$ cat src/rtl/sa_fifo_ctrl_16x128.sv
// FIFO controller for an external 16x128 RAM with one-cycle registered read,
// fronted by a two-entry (head + skid) output buffer so reads stream at full rate.
module sa_fifo_ctrl_16x128 #(
    parameter int DEPTH = 16,
    parameter int WIDTH = 128
) (
    input  logic             clk,
    input  logic             rst,
    input  logic             wr_pvld,
    output logic             wr_prdy,
    input  logic [WIDTH-1:0] wr_pd,
    output logic             rd_pvld,
    input  logic             rd_prdy,
    output logic [WIDTH-1:0] rd_pd,
    output logic             ram_we,
    output logic [3:0]       ram_wa,
    output logic [WIDTH-1:0] ram_di,
    output logic             ram_re,
    output logic [3:0]       ram_ra,
    input  logic [WIDTH-1:0] ram_dout,
    output logic [4:0]       fifo_cnt
);

    localparam logic [4:0] RAM_FULL = 5'(DEPTH);

    logic [3:0]       wr_ptr_q, wr_ptr_d;
    logic [3:0]       rd_ptr_q, rd_ptr_d;
    logic [4:0]       ram_cnt_q, ram_cnt_d;
    logic             inflt_q, inflt_d;
    logic [1:0]       occ_q, occ_d;
    logic [WIDTH-1:0] head_q, head_d;
    logic [WIDTH-1:0] skid_q, skid_d;

    logic       push;
    logic       pop;
    logic       issue;
    logic [1:0] occ_after_pop;
    logic [2:0] pending;

    // NOTE: ready is masked by rst so it reads 0 asynchronously during reset;
    // it never depends on rd_prdy.
    assign wr_prdy = !rst && (ram_cnt_q != RAM_FULL);
    assign push    = wr_pvld && wr_prdy;
    assign rd_pvld = (occ_q != 2'd0);
    assign rd_pd   = head_q;
    assign pop     = rd_pvld && rd_prdy;

    // Entries the buffer will hold once the in-flight read lands and any pop leaves.
    assign occ_after_pop = occ_q - {1'b0, pop};
    assign pending       = {1'b0, occ_after_pop} + {2'b00, inflt_q};
    assign issue         = (ram_cnt_q != 5'd0) && (pending < 3'd2);

    assign ram_we   = push;
    assign ram_wa   = wr_ptr_q;
    assign ram_di   = wr_pd;
    assign ram_re   = issue;
    assign ram_ra   = rd_ptr_q;
    assign fifo_cnt = ram_cnt_q + {4'b0000, inflt_q} + {3'b000, occ_q};

    always_comb begin
        wr_ptr_d  = wr_ptr_q;
        rd_ptr_d  = rd_ptr_q;
        ram_cnt_d = ram_cnt_q;
        inflt_d   = issue;
        occ_d     = pending[1:0];
        head_d    = head_q;
        skid_d    = skid_q;

        if (push) begin
            wr_ptr_d = wr_ptr_q + 4'd1;
        end
        if (issue) begin
            rd_ptr_d = rd_ptr_q + 4'd1;
        end

        case ({push, issue})
            2'b10:   ram_cnt_d = ram_cnt_q + 5'd1;
            2'b01:   ram_cnt_d = ram_cnt_q - 5'd1;
            default: ram_cnt_d = ram_cnt_q;
        endcase

        if (pop && (occ_q == 2'd2)) begin
            head_d = skid_q;
        end
        // Returning RAM data fills the first free slot left after the pop.
        if (inflt_q) begin
            if (occ_after_pop == 2'd0) begin
                head_d = ram_dout;
            end else begin
                skid_d = ram_dout;
            end
        end
    end

    always_ff @(posedge clk or posedge rst) begin
        if (rst) begin
            wr_ptr_q  <= 4'd0;
            rd_ptr_q  <= 4'd0;
            ram_cnt_q <= 5'd0;
            inflt_q   <= 1'b0;
            occ_q     <= 2'd0;
        end else begin
            wr_ptr_q  <= wr_ptr_d;
            rd_ptr_q  <= rd_ptr_d;
            ram_cnt_q <= ram_cnt_d;
            inflt_q   <= inflt_d;
            occ_q     <= occ_d;
        end
    end

    // NOTE: payload registers carry no reset; occ_q alone says whether they hold data.
    always_ff @(posedge clk) begin
        head_q <= head_d;
        skid_q <= skid_d;
    end

endmodule
$ cat config.mk
export PLATFORM = sky130hd
export DESIGN_NAME = sa_fifo_ctrl_16x128
export DESIGN_NICKNAME = d
export VERILOG_FILES = /design/src/rtl/sa_fifo_ctrl_16x128.sv
export SDC_FILE = /design/constraint.sdc
export NUM_CORES = 1
export LEC_CHECK = 0
export CAP_MARGIN = 30
export CORE_AREA = 2 2 209 211
export CTS_CLUSTER_DIAMETER = 50
export DETAILED_ROUTE_END_ITERATION = 7
export DIE_AREA = 0 0 211 213
export GPL_TIMING_DRIVEN = 1
export SLEW_MARGIN = 20
export SYNTH_ARGS = -nofsm -noshare
export SYNTH_HDL_FRONTEND = slang
export SYNTH_SLANG_ARGS = --single-unit
$ cat constraint.sdc
create_clock -name clk -period 23.3 [get_ports clk]
set_clock_uncertainty 0.05 [all_clocks]
set_input_delay 4.66 -clock clk [delete_from_list [all_inputs] [get_ports clk]]
set_output_delay 4.66 -clock clk [all_outputs]
set_load 0.02 [all_outputs]
==> results.ini, run 1 <==
[clocking]
ctsLongestPathBuffers=3
root_buffer=clkbuf_16
cts.repair.resized=0
numCtsBuffers=35
clock_latency_ns=0.52
cts-htree-levels=2
clock_sinks=272
path_clk_slew_ns=0.05
cts_hold_buf=0
post_cts_buffers=0
cts_tree=done

[critical_path]
crit_end=ram_re
cp-end-kind=output port
startpoint_type=primary input
path_class=primary input to output port
critPathMostFrequentCell=ha_1
crit_path_max_fanout=7
crit_chain=clkdlybuf4s50_1, and2_1, ha_1, inv_1, ha_1, inv_1, ha_1, a21boi_1, clkdlybuf4s50_1
cpLargestDelayFamily=buffers and inverters
timing.rr.end=ram_cnt_q[4]$_DFFE_PP0P_
crit_path_max_incr_delay_ns=0.71
r2r-start=occ_q[1]$_DFF_PP0_
worstPathRequired_ns=18.59
crit_start=rd_prdy
slowest_stage=clkdlybuf4s50_1
worst-path-stages=9
crit_buf_inv=4
worstPathArrival_ns=7.31
r2r_cells=14
r2r_setup_slack_ns=19.49

[pwr]
swShare=0.359
p_sw_mw=0.856
pwr-share-seq=0.361
p_int_mw=1.53
peakVddDrop_uv=73.0
p_comb_frac=0.422
p_leak_nw=6.09
clkPwrFrac=0.217
power_density_mw_per_mm2=165

[die]
rows=76
dieHeight_um=213
pin_count=533
dieArea_mm2=0.0449
initial_core_util=0.257
die_w_um=211
coreArea_mm2=0.0427

[final_layout]
fin_cells=1618
layout_common_cells=clkdlybuf4s50_1 (276), a21oi_1 (130)
mostFrequentLayoutCell=clkdlybuf4s50_1
area_growth_pct=32.3
drive_above_1_share=0.0720
num-nets-final=1318

[timing]
setup-violations-final=0
final_hold_viol_count=0
period_needed_ns=12.02
max_slew_margin=0.427
clock.fmax_mhz=83.2
drv_slew=0
timing.setup.tns_ns=0
finalCritPeriodShare=0.516
worstMarginPinSlew_ns=0.860
rsz0062_at_grt=no

[yosys]
netlist.top_cell.by_area=edfxtp_1
avgSynthCellArea_um2=12.3
ys_ff_latch=272
syn_nets=1167
synthesis.area_mm2=0.0110
synthCells=894
netlist.area_leader.share=0.351
seq_area_frac_synth=0.621
ys_types=34
ys.warnings.count=0
synth-main-ff-cell=edfxtp_1
synth-async-reset-ratio=0.0588
synthTopCellsByArea=edfxtp_1 (35%), dfxtp_1 (23%), mux2i_1 (12%), buf_4 (9.2%), a21oi_1 (6.0%)
synth_edf_count=128

[status]
outcome=finished, final reports clean

[global_routing]
grt_pass1_wl_um=42700
grt_max_degree=87
grt_pass1_vias=6652
antenna_found_initial=2
global_route.overflow_total=0
grt.total_usage=0.127

[detailed_routing]
drc=0
drt-initial-drc-count=292
final_antenna_net_count=0
post_drt_wl_per_cell_um=18.3
avgViaCountPerCell=4.17
drt_first_pass_iters=4
dr_total_vias=6746
routed_wl_um=29700

[min_path]
hp-class=register to register
min-delay-start=ram_ra[3]$_DFFE_PP0P_

[place]
dp_hpwl_um=21100
portBuffers=276
dpl.cell_count=1554
globalplace.congestion=0.755

[run]
cap_violations=0

==> stage by stage <==
step | cell area, µm² | util | hold WS [ns] | total power [mW] | setup WS (ns)
6_report | 14500 | 0.339 | 0.423 | 2.39 | 11.28
5_1_grt | 14500 | 0.339 | 0.451 | 2.54 | 11.15
4_1_cts | 14500 | 0.339 | 0.425 | 2.43 | 11.29
3_5_place_dp | 13400 | 0.313 | 0.418 | 1.90 | 11.31
3_3_place_gp | 13300 | 0.311 | 0.412 | 1.87 | 11.32
2_1_floorplan | 11000 | - | 0.456 | 1.51 | 11.24
==> logic make-up after synthesis <==
family / count (synthesis) / share of synthesized area
muxes: 131 / 0.120
and+or+nand+nor: 145 / 0.0533
AOI/OAI and AO/OA: 138 / 0.0641
buffers and inverters: 181 / 0.112
xor gates and xnor gates: 14 / 0.0119
DFF: 272 / 0.621
adders and majority gates: 13 / 0.0169
==> layer usage <==
metal	part of all wire	global-route usage
met5	0	0
met1	0.33	0.121
met4	0.043	0.0658
met2	0.52	0.222
met3	0.11	0.0655
==> power groups by stage <==
stage	logic [mW]	registers, mW	clock network, mW
floorplan	0.467	1.04	0
global placement	1.00	0.865	0
detailed placement	1.02	0.874	0
CTS	1.03	0.867	0.539
global route	1.09	0.892	0.557
finish	1.01	0.863	0.518
==> worst min path at each step <==
| stage | to | slack [ns] | depth (start not counted) |
|---|---|---|---|
| after floorplan | rd_pd[0]$_DFF_P_ | 0.46 | 2 |
| after global placement | ram_wa[3]$_DFFE_PP0P_ | 0.41 | 1 |
| after detailed placement | ram_ra[3]$_DFFE_PP0P_ | 0.42 | 1 |
| after CTS | ram_wa[3]$_DFFE_PP0P_ | 0.43 | 1 |
| after global routing | ram_ra[3]$_DFFE_PP0P_ | 0.45 | 1 |
| final | ram_ra[3]$_DFFE_PP0P_ | 0.42 | 1 |
==> cell type report <==
cell class                      count  area [µm²]
Antenna cell                        2        5.00
Clock buffer                       47        1020
Clock inverter                     15        97.6
Fill cell                        4309       28200
Inverter                           10        37.5
Multi-Input combinational cell    441        2950
Sequential cell                   272        6810
Tap cell                          546         683
Timing Repair Buffer              285        2880
==> flip-flops by register name, indices dropped and copies added, names as in the netlist <==
register   count
inflt_q        1
occ_q          2
ram_wa         4
rd_pd        128
skid_q       128
ram_ra         4
ram_cnt_q      5
==> cells in the mapped netlist (3+ instances only) <==
cell type and instances:
ha_1 10, nor2_1 128, xor2_1 4, inv_1 9, buf_4 134, o21ai_0 3
a21oi_1 131, dfrtp_1 16, dfxtp_1 128, buf_2 35, nand3_1 3, xnor2_1 9
edfxtp_1 128, fa_1 3, mux2i_1 128, nand2_1 4
Note: power is estimated with default switching activity, not from simulation.
==> run 2: changes to the inputs <==
--- a/config.mk
+++ b/config.mk
@@ -6,10 +6,10 @@
 export NUM_CORES = 1
 export LEC_CHECK = 0
 export CAP_MARGIN = 30
-export CORE_AREA = 2 2 209 211
+export CORE_AREA = 2 2 205 207
 export CTS_CLUSTER_DIAMETER = 50
 export DETAILED_ROUTE_END_ITERATION = 7
-export DIE_AREA = 0 0 211 213
+export DIE_AREA = 0 0 207 209
 export GPL_TIMING_DRIVEN = 1
 export SLEW_MARGIN = 20
 export SYNTH_ARGS = -nofsm -noshare
==> constraint.sdc (replaced) <==
create_clock -name clk -period 12.1 [get_ports clk]
set_clock_uncertainty 0.05 [all_clocks]
set_input_delay 2.42 -clock clk [delete_from_list [all_inputs] [get_ports clk]]
set_output_delay 2.42 -clock clk [all_outputs]
set_load 0.02 [all_outputs]
==> run 2 against run 1 <==
Effect of this change: clock power increased by 95%; die area is 3.7% lower; clock-buffer cell count shrank 2; total power is 94% higher; sequential share of layout area down 0.14 points; critical path depth is the same; core utilization up 1.3 points; design area increased by 0.30%; sequential power rose by 94%; critical endpoint unchanged; largest cell class unchanged.
==> results.ini, run 2 (synthesized netlist as in run 1, its figures left out) <==
[clocking]
root_buffer=clkbuf_16
ctsLongestPathBuffers=3  ; unchanged
cts_hold_buf=0  ; unchanged
clock_latency_ns=0.53  ; about the same
clock_sinks=272  ; unchanged
cts-htree-levels=2  ; unchanged
cts_tree=done
path_clk_slew_ns=0.05  ; about the same
numCtsBuffers=35  ; unchanged
post_cts_buffers=0  ; unchanged
cts.repair.resized=0  ; unchanged

[critical_path]
slowest_stage=clkdlybuf4s50_1
timing.rr.end=skid_q[47]$_DFFE_PP_
crit_path_max_incr_delay_ns=0.71  ; about the same
r2r-start=occ_q[1]$_DFF_PP0_
worstPathArrival_ns=5.08  ; -2.23 ns
crit_end=ram_re
crit_chain=clkdlybuf4s50_1, and2_1, ha_1, inv_1, ha_1, inv_1, ha_1, a21boi_1, clkdlybuf4s50_1
worstPathRequired_ns=9.63  ; -8.96 ns
r2r_cells=8  ; -6
cp-end-kind=output port
startpoint_type=primary input
worst-path-stages=9  ; unchanged
crit_path_max_fanout=7  ; unchanged
r2r_setup_slack_ns=8.29  ; -11.20 ns
crit_start=rd_prdy
path_class=primary input to output port
critPathMostFrequentCell=ha_1
cpLargestDelayFamily=buffers and inverters
crit_buf_inv=4  ; unchanged

[timing]
finalCritPeriodShare=0.624
clock.fmax_mhz=132
rsz0062_at_grt=no
worstMarginPinSlew_ns=0.991  ; +0.131 ns
setup_slack_ns=4.55  ; -6.73 ns
period_needed_ns=7.55
setup-violations-final=0  ; unchanged
hold_slack_ns=0.420  ; -0.00226 ns
drv_slew=0  ; unchanged
timing.setup.tns_ns=0  ; unchanged
max_slew_margin=0.339  ; -0.0872
final_hold_viol_count=0  ; unchanged

[final_layout]
final_core_util=0.352  ; +0.0126
ff_latch_area_mm2=0.00681  ; unchanged
area_growth_pct=32.7
multi_input_area_mm2=0.00295  ; unchanged
final_area_mm2=0.0145  ; +0.30%
layout_common_cells=clkdlybuf4s50_1 (276), a21oi_1 (130)
fin_cells=1614  ; -0.25%
drive_above_1_share=0.0690  ; -0.00300
fillCellCount=4157  ; -3.5%
num-nets-final=1319  ; +0.076%
mostFrequentLayoutCell=clkdlybuf4s50_1

[detailed_routing]
final_antenna_net_count=0  ; unchanged
drc=0  ; unchanged
post_drt_wl_per_cell_um=18.7  ; +1.9%
avgViaCountPerCell=4.17  ; about the same
drt_first_pass_iters=4  ; unchanged
drt-initial-drc-count=240  ; -18%
dr_total_vias=6728  ; -0.27%
routed_wl_um=30200  ; +1.7%

[global_routing]
grt_use_met3=0.0690  ; +0.00353
grt.total_usage=0.134  ; +0.00725
grt_busiest_layer=met2
grt_max_degree=101  ; +16%
antenna_found_initial=2  ; unchanged
grtUsageMet1=0.129  ; +0.00833
grt_pass1_wl_um=43400  ; +1.5%
grt_pass1_vias=6676  ; +0.36%
global_route.overflow_total=0  ; unchanged
use_met2=0.234  ; +0.0120

[die]
coreArea_mm2=0.0413  ; -3.3%
dieHeight_um=209  ; -1.9%
dieArea_mm2=0.0433  ; -3.7%
pin_count=533  ; unchanged
initial_core_util=0.265  ; +0.00874
rows=75  ; -1.3%
die_w_um=207  ; -1.9%

[place]
globalplace.congestion=0.767  ; +1.7%
place_ws_ns=4.55  ; -6.76 ns
dpl.cell_count=1546  ; -0.51%
place_area_mm2=0.0133  ; -0.22%
portBuffers=276  ; unchanged
dp_hpwl_um=21800  ; +2.9%

[status]
outcome=finished, final reports clean

[pwr]
peakVddDrop_uv=137  ; +87%
power_density_mw_per_mm2=318  ; +93%
p_total_mw=4.62  ; +94%
p_leak_nw=6.10  ; +0.15%

[run]
cap_violations=0  ; unchanged

[min_path]
hp-class=register to register

run 2: worst min path at each step:
stage	startpoint	endpoint	slack (ns)	cells past startpoint
after floorplan	skid_q[0]$_DFFE_PP_	rd_pd[0]$_DFF_P_	0.46	2
after global routing	ram_wa[3]$_DFFE_PP0P_	ram_wa[3]$_DFFE_PP0P_	0.44	1
after detailed placement	ram_wa[3]$_DFFE_PP0P_	ram_wa[3]$_DFFE_PP0P_	0.42	1
after CTS	ram_wa[3]$_DFFE_PP0P_	ram_wa[3]$_DFFE_PP0P_	0.43	1
after global placement	ram_wa[3]$_DFFE_PP0P_	ram_wa[3]$_DFFE_PP0P_	0.41	1
final	ram_wa[3]$_DFFE_PP0P_	ram_wa[3]$_DFFE_PP0P_	0.42	1
run 2: final cells by class:
type / instances / share of cell area
Antenna cell: 2 / 0.000344
Clock buffer: 45 / 0.0664
Clock inverter: 19 / 0.0120
Inverter: 10 / 0.00258
Multi-Input combinational cell: 441 / 0.203
Sequential cell: 272 / 0.468
Tap cell: 539 / 0.0464
Timing Repair Buffer: 286 / 0.201
run 2: layer usage:
metal,routed length [µm],part of all wire,vias to the layer above
li1,-,-,3301
met5,0,0,-
met2,15700,0.52,286
met1,10100,0.33,3069
met4,1080,0.036,0
met3,3330,0.11,72
run 2: worst register-to-register path, delay by kind of cell (launching register included):
kind / cells / cell delay, ns
compound gates: 1 / 0.36
simple gates: 2 / 0.50
fa+ha+maj: 1 / 0.21
buf+inv: 3 / 1.61
xor+xnor: 1 / 0.20
flops: 1 / 0.49
run 2: report_power, final:
part           switching [mW]  internal [mW]  total [mW]
clock network           0.396          0.610        1.01
logic                    1.06          0.886        1.95
registers               0.190           1.48        1.67
==> run 3: changes to the inputs <==
--- a/config.mk
+++ b/config.mk
@@ -6,10 +6,10 @@
 export NUM_CORES = 1
 export LEC_CHECK = 0
 export CAP_MARGIN = 30
-export CORE_AREA = 2 2 205 207
+export CORE_AREA = 2 2 209 211
 export CTS_CLUSTER_DIAMETER = 50
 export DETAILED_ROUTE_END_ITERATION = 7
-export DIE_AREA = 0 0 207 209
+export DIE_AREA = 0 0 211 213
 export GPL_TIMING_DRIVEN = 1
 export SLEW_MARGIN = 20
 export SYNTH_ARGS = -nofsm -noshare
==> constraint.sdc (replaced) <==
create_clock -name clk -period 6.59 [get_ports clk]
set_clock_uncertainty 0.05 [all_clocks]
set_input_delay 1.318 -clock clk [delete_from_list [all_inputs] [get_ports clk]]
set_output_delay 1.318 -clock clk [all_outputs]
set_load 0.02 [all_outputs]
==> run 3 against run 2 <==
Effect of this change: die area increased by 3.9%; sequential share of layout area shrank 0.14 points; global-route usage shrank 0.96 points; combinational power is 82% higher; first-iteration DRC count up 8.8%; non-clock buffer count stayed put; cell count increased by 0.50%; clock power grew 93%; sequential cell count unchanged; worst hold slack gained 0.0042 ns; largest cell class unchanged; largest power group unchanged.
==> results.ini, run 3 (synthesized netlist as in run 1, its figures left out) <==
[final_layout]
drive_above_1_share=0.0716  ; +0.00266
fin_cells=1622  ; +0.50%
mostFrequentLayoutCell=clkdlybuf4s50_1
area_growth_pct=33.1
layout_common_cells=clkdlybuf4s50_1 (276), a21oi_1 (130)
num-nets-final=1320  ; +0.076%
final_area_mm2=0.0146  ; +0.29%

[detailed_routing]
drt_first_pass_iters=4  ; unchanged
drc=0  ; unchanged
final_antenna_net_count=0  ; unchanged
dr_total_vias=6751  ; +0.34%
post_drt_wl_per_cell_um=17.9  ; -4.4%
avgViaCountPerCell=4.16  ; -0.15%
drt-initial-drc-count=261  ; +8.8%
routed_wl_um=29000  ; -3.9%

[timing]
finalCritPeriodShare=0.774
rsz0062_at_grt=no
drv_slew=0  ; unchanged
period_needed_ns=5.10
timing.setup.tns_ns=0  ; unchanged
clock.fmax_mhz=196
final_hold_viol_count=0  ; unchanged
max_slew_margin=0.440  ; +0.101
worstMarginPinSlew_ns=0.840  ; -0.151 ns
setup-violations-final=0  ; unchanged

[pwr]
peakVddDrop_uv=268  ; +96%
power_density_mw_per_mm2=587  ; +85%
p_leak_nw=6.13  ; +0.56%

[clocking]
ctsLongestPathBuffers=3  ; unchanged
root_buffer=clkbuf_16
post_cts_buffers=0  ; unchanged
cts-htree-levels=2  ; unchanged
numCtsBuffers=36  ; +2.9%
clock_latency_ns=0.53  ; about the same
cts_tree=done
clock_sinks=272  ; unchanged
cts.repair.resized=0  ; unchanged
path_clk_slew_ns=0.06  ; about the same
cts_hold_buf=0  ; unchanged

[die]
rows=76  ; +1.3%
dieArea_mm2=0.0449  ; +3.9%
initial_core_util=0.257  ; -0.00874
die_w_um=211  ; +1.9%
dieHeight_um=213  ; +1.9%
coreArea_mm2=0.0427  ; +3.4%
pin_count=533  ; unchanged

[critical_path]
r2r-start=occ_q[1]$_DFF_PP0_
crit_start=rd_prdy
worstPathArrival_ns=3.73  ; -1.35 ns
crit_path_max_fanout=7  ; unchanged
r2r_cells=15  ; +7
cp-end-kind=output port
worstPathRequired_ns=5.22  ; -4.41 ns
startpoint_type=primary input
timing.rr.end=ram_cnt_q[4]$_DFFE_PP0P_
path_class=primary input to output port
r2r_setup_slack_ns=3.07  ; -5.22 ns

[place]
portBuffers=276  ; unchanged
globalplace.congestion=0.765  ; -0.36%
dp_hpwl_um=20800  ; -4.5%
place_area_mm2=0.0134  ; +0.16%
dpl.cell_count=1555  ; +0.58%

[global_routing]
grt_pass1_vias=6736  ; +0.90%
grt_max_degree=85  ; -16%
antenna_found_initial=1  ; -1
grt.total_usage=0.124  ; -0.00956
global_route.overflow_total=0  ; unchanged
grt_pass1_wl_um=41800  ; -3.6%

[status]
outcome=finished, final reports clean

[min_path]
whs_endpoint=ram_ra[3]$_DFFE_PP0P_
hp-class=register to register
min-delay-start=ram_ra[3]$_DFFE_PP0P_
hold-path-cell-count=1  ; unchanged

[run]
cap_violations=0  ; unchanged

-- run 3: layout make-up --
type                       count  area (µm²)
fill                        4295       28100
sequential                   272        6810
multi-input combinational    441        2950
timing repair buffer         286        2880
clock buffer                  54        1070
tap                          546         683
clock inverter                12         146
inverter                      10        37.5
antenna                        1        2.50
-- run 3: stage by stage --
step	util	hold WS [ns]	worst slack (ns)	power (mW)
2_1_floorplan	-	0.456	0.582	5.29
3_3_place_gp	0.312	0.413	1.52	6.62
3_5_place_dp	0.313	0.415	1.50	6.71
4_1_cts	0.341	0.426	1.48	8.72
5_1_grt	0.341	0.444	1.34	9.10
6_report	0.341	0.424	1.49	8.55
-- run 3: per-layer routing --
layer	vias up	part of all wire	GRT usage	wire length [µm]
met3	96	0.097	0.0571	2810
met2	282	0.50	0.214	14600
met4	0	0.047	0.0675	1360
li1	3301	-	-	-
met5	-	0	0	0
met1	3072	0.35	0.125	10200
-- run 3: worst max-delay path, stage by stage --
cell and delay, ns:
clkdlybuf4s50_1 0.46, and2_1 0.17, ha_1 0.38, inv_1 0.07, ha_1 0.18, inv_1 0.06
ha_1 0.14, a21boi_1 0.17, buf_4 0.17, clkdlybuf4s50_1 0.60
-- run 3: worst max path at each step --
| stage | end | slack (ns) |
|---|---|---|
| 2_1_floorplan | skid_q[0]$_DFFE_PP_ | 0.58 |
| 3_3_place_gp | ram_re | 1.52 |
| 3_5_place_dp | ram_re | 1.50 |
| 4_1_cts | ram_re | 1.48 |
| 5_1_grt | ram_re | 1.34 |
| 6_report | ram_re | 1.49 |
-- run 3: where the power goes --
part	switching, mW	internal (mW)
Clock	0.738	1.21
Combinational	1.94	1.61
Sequential	0.347	2.71
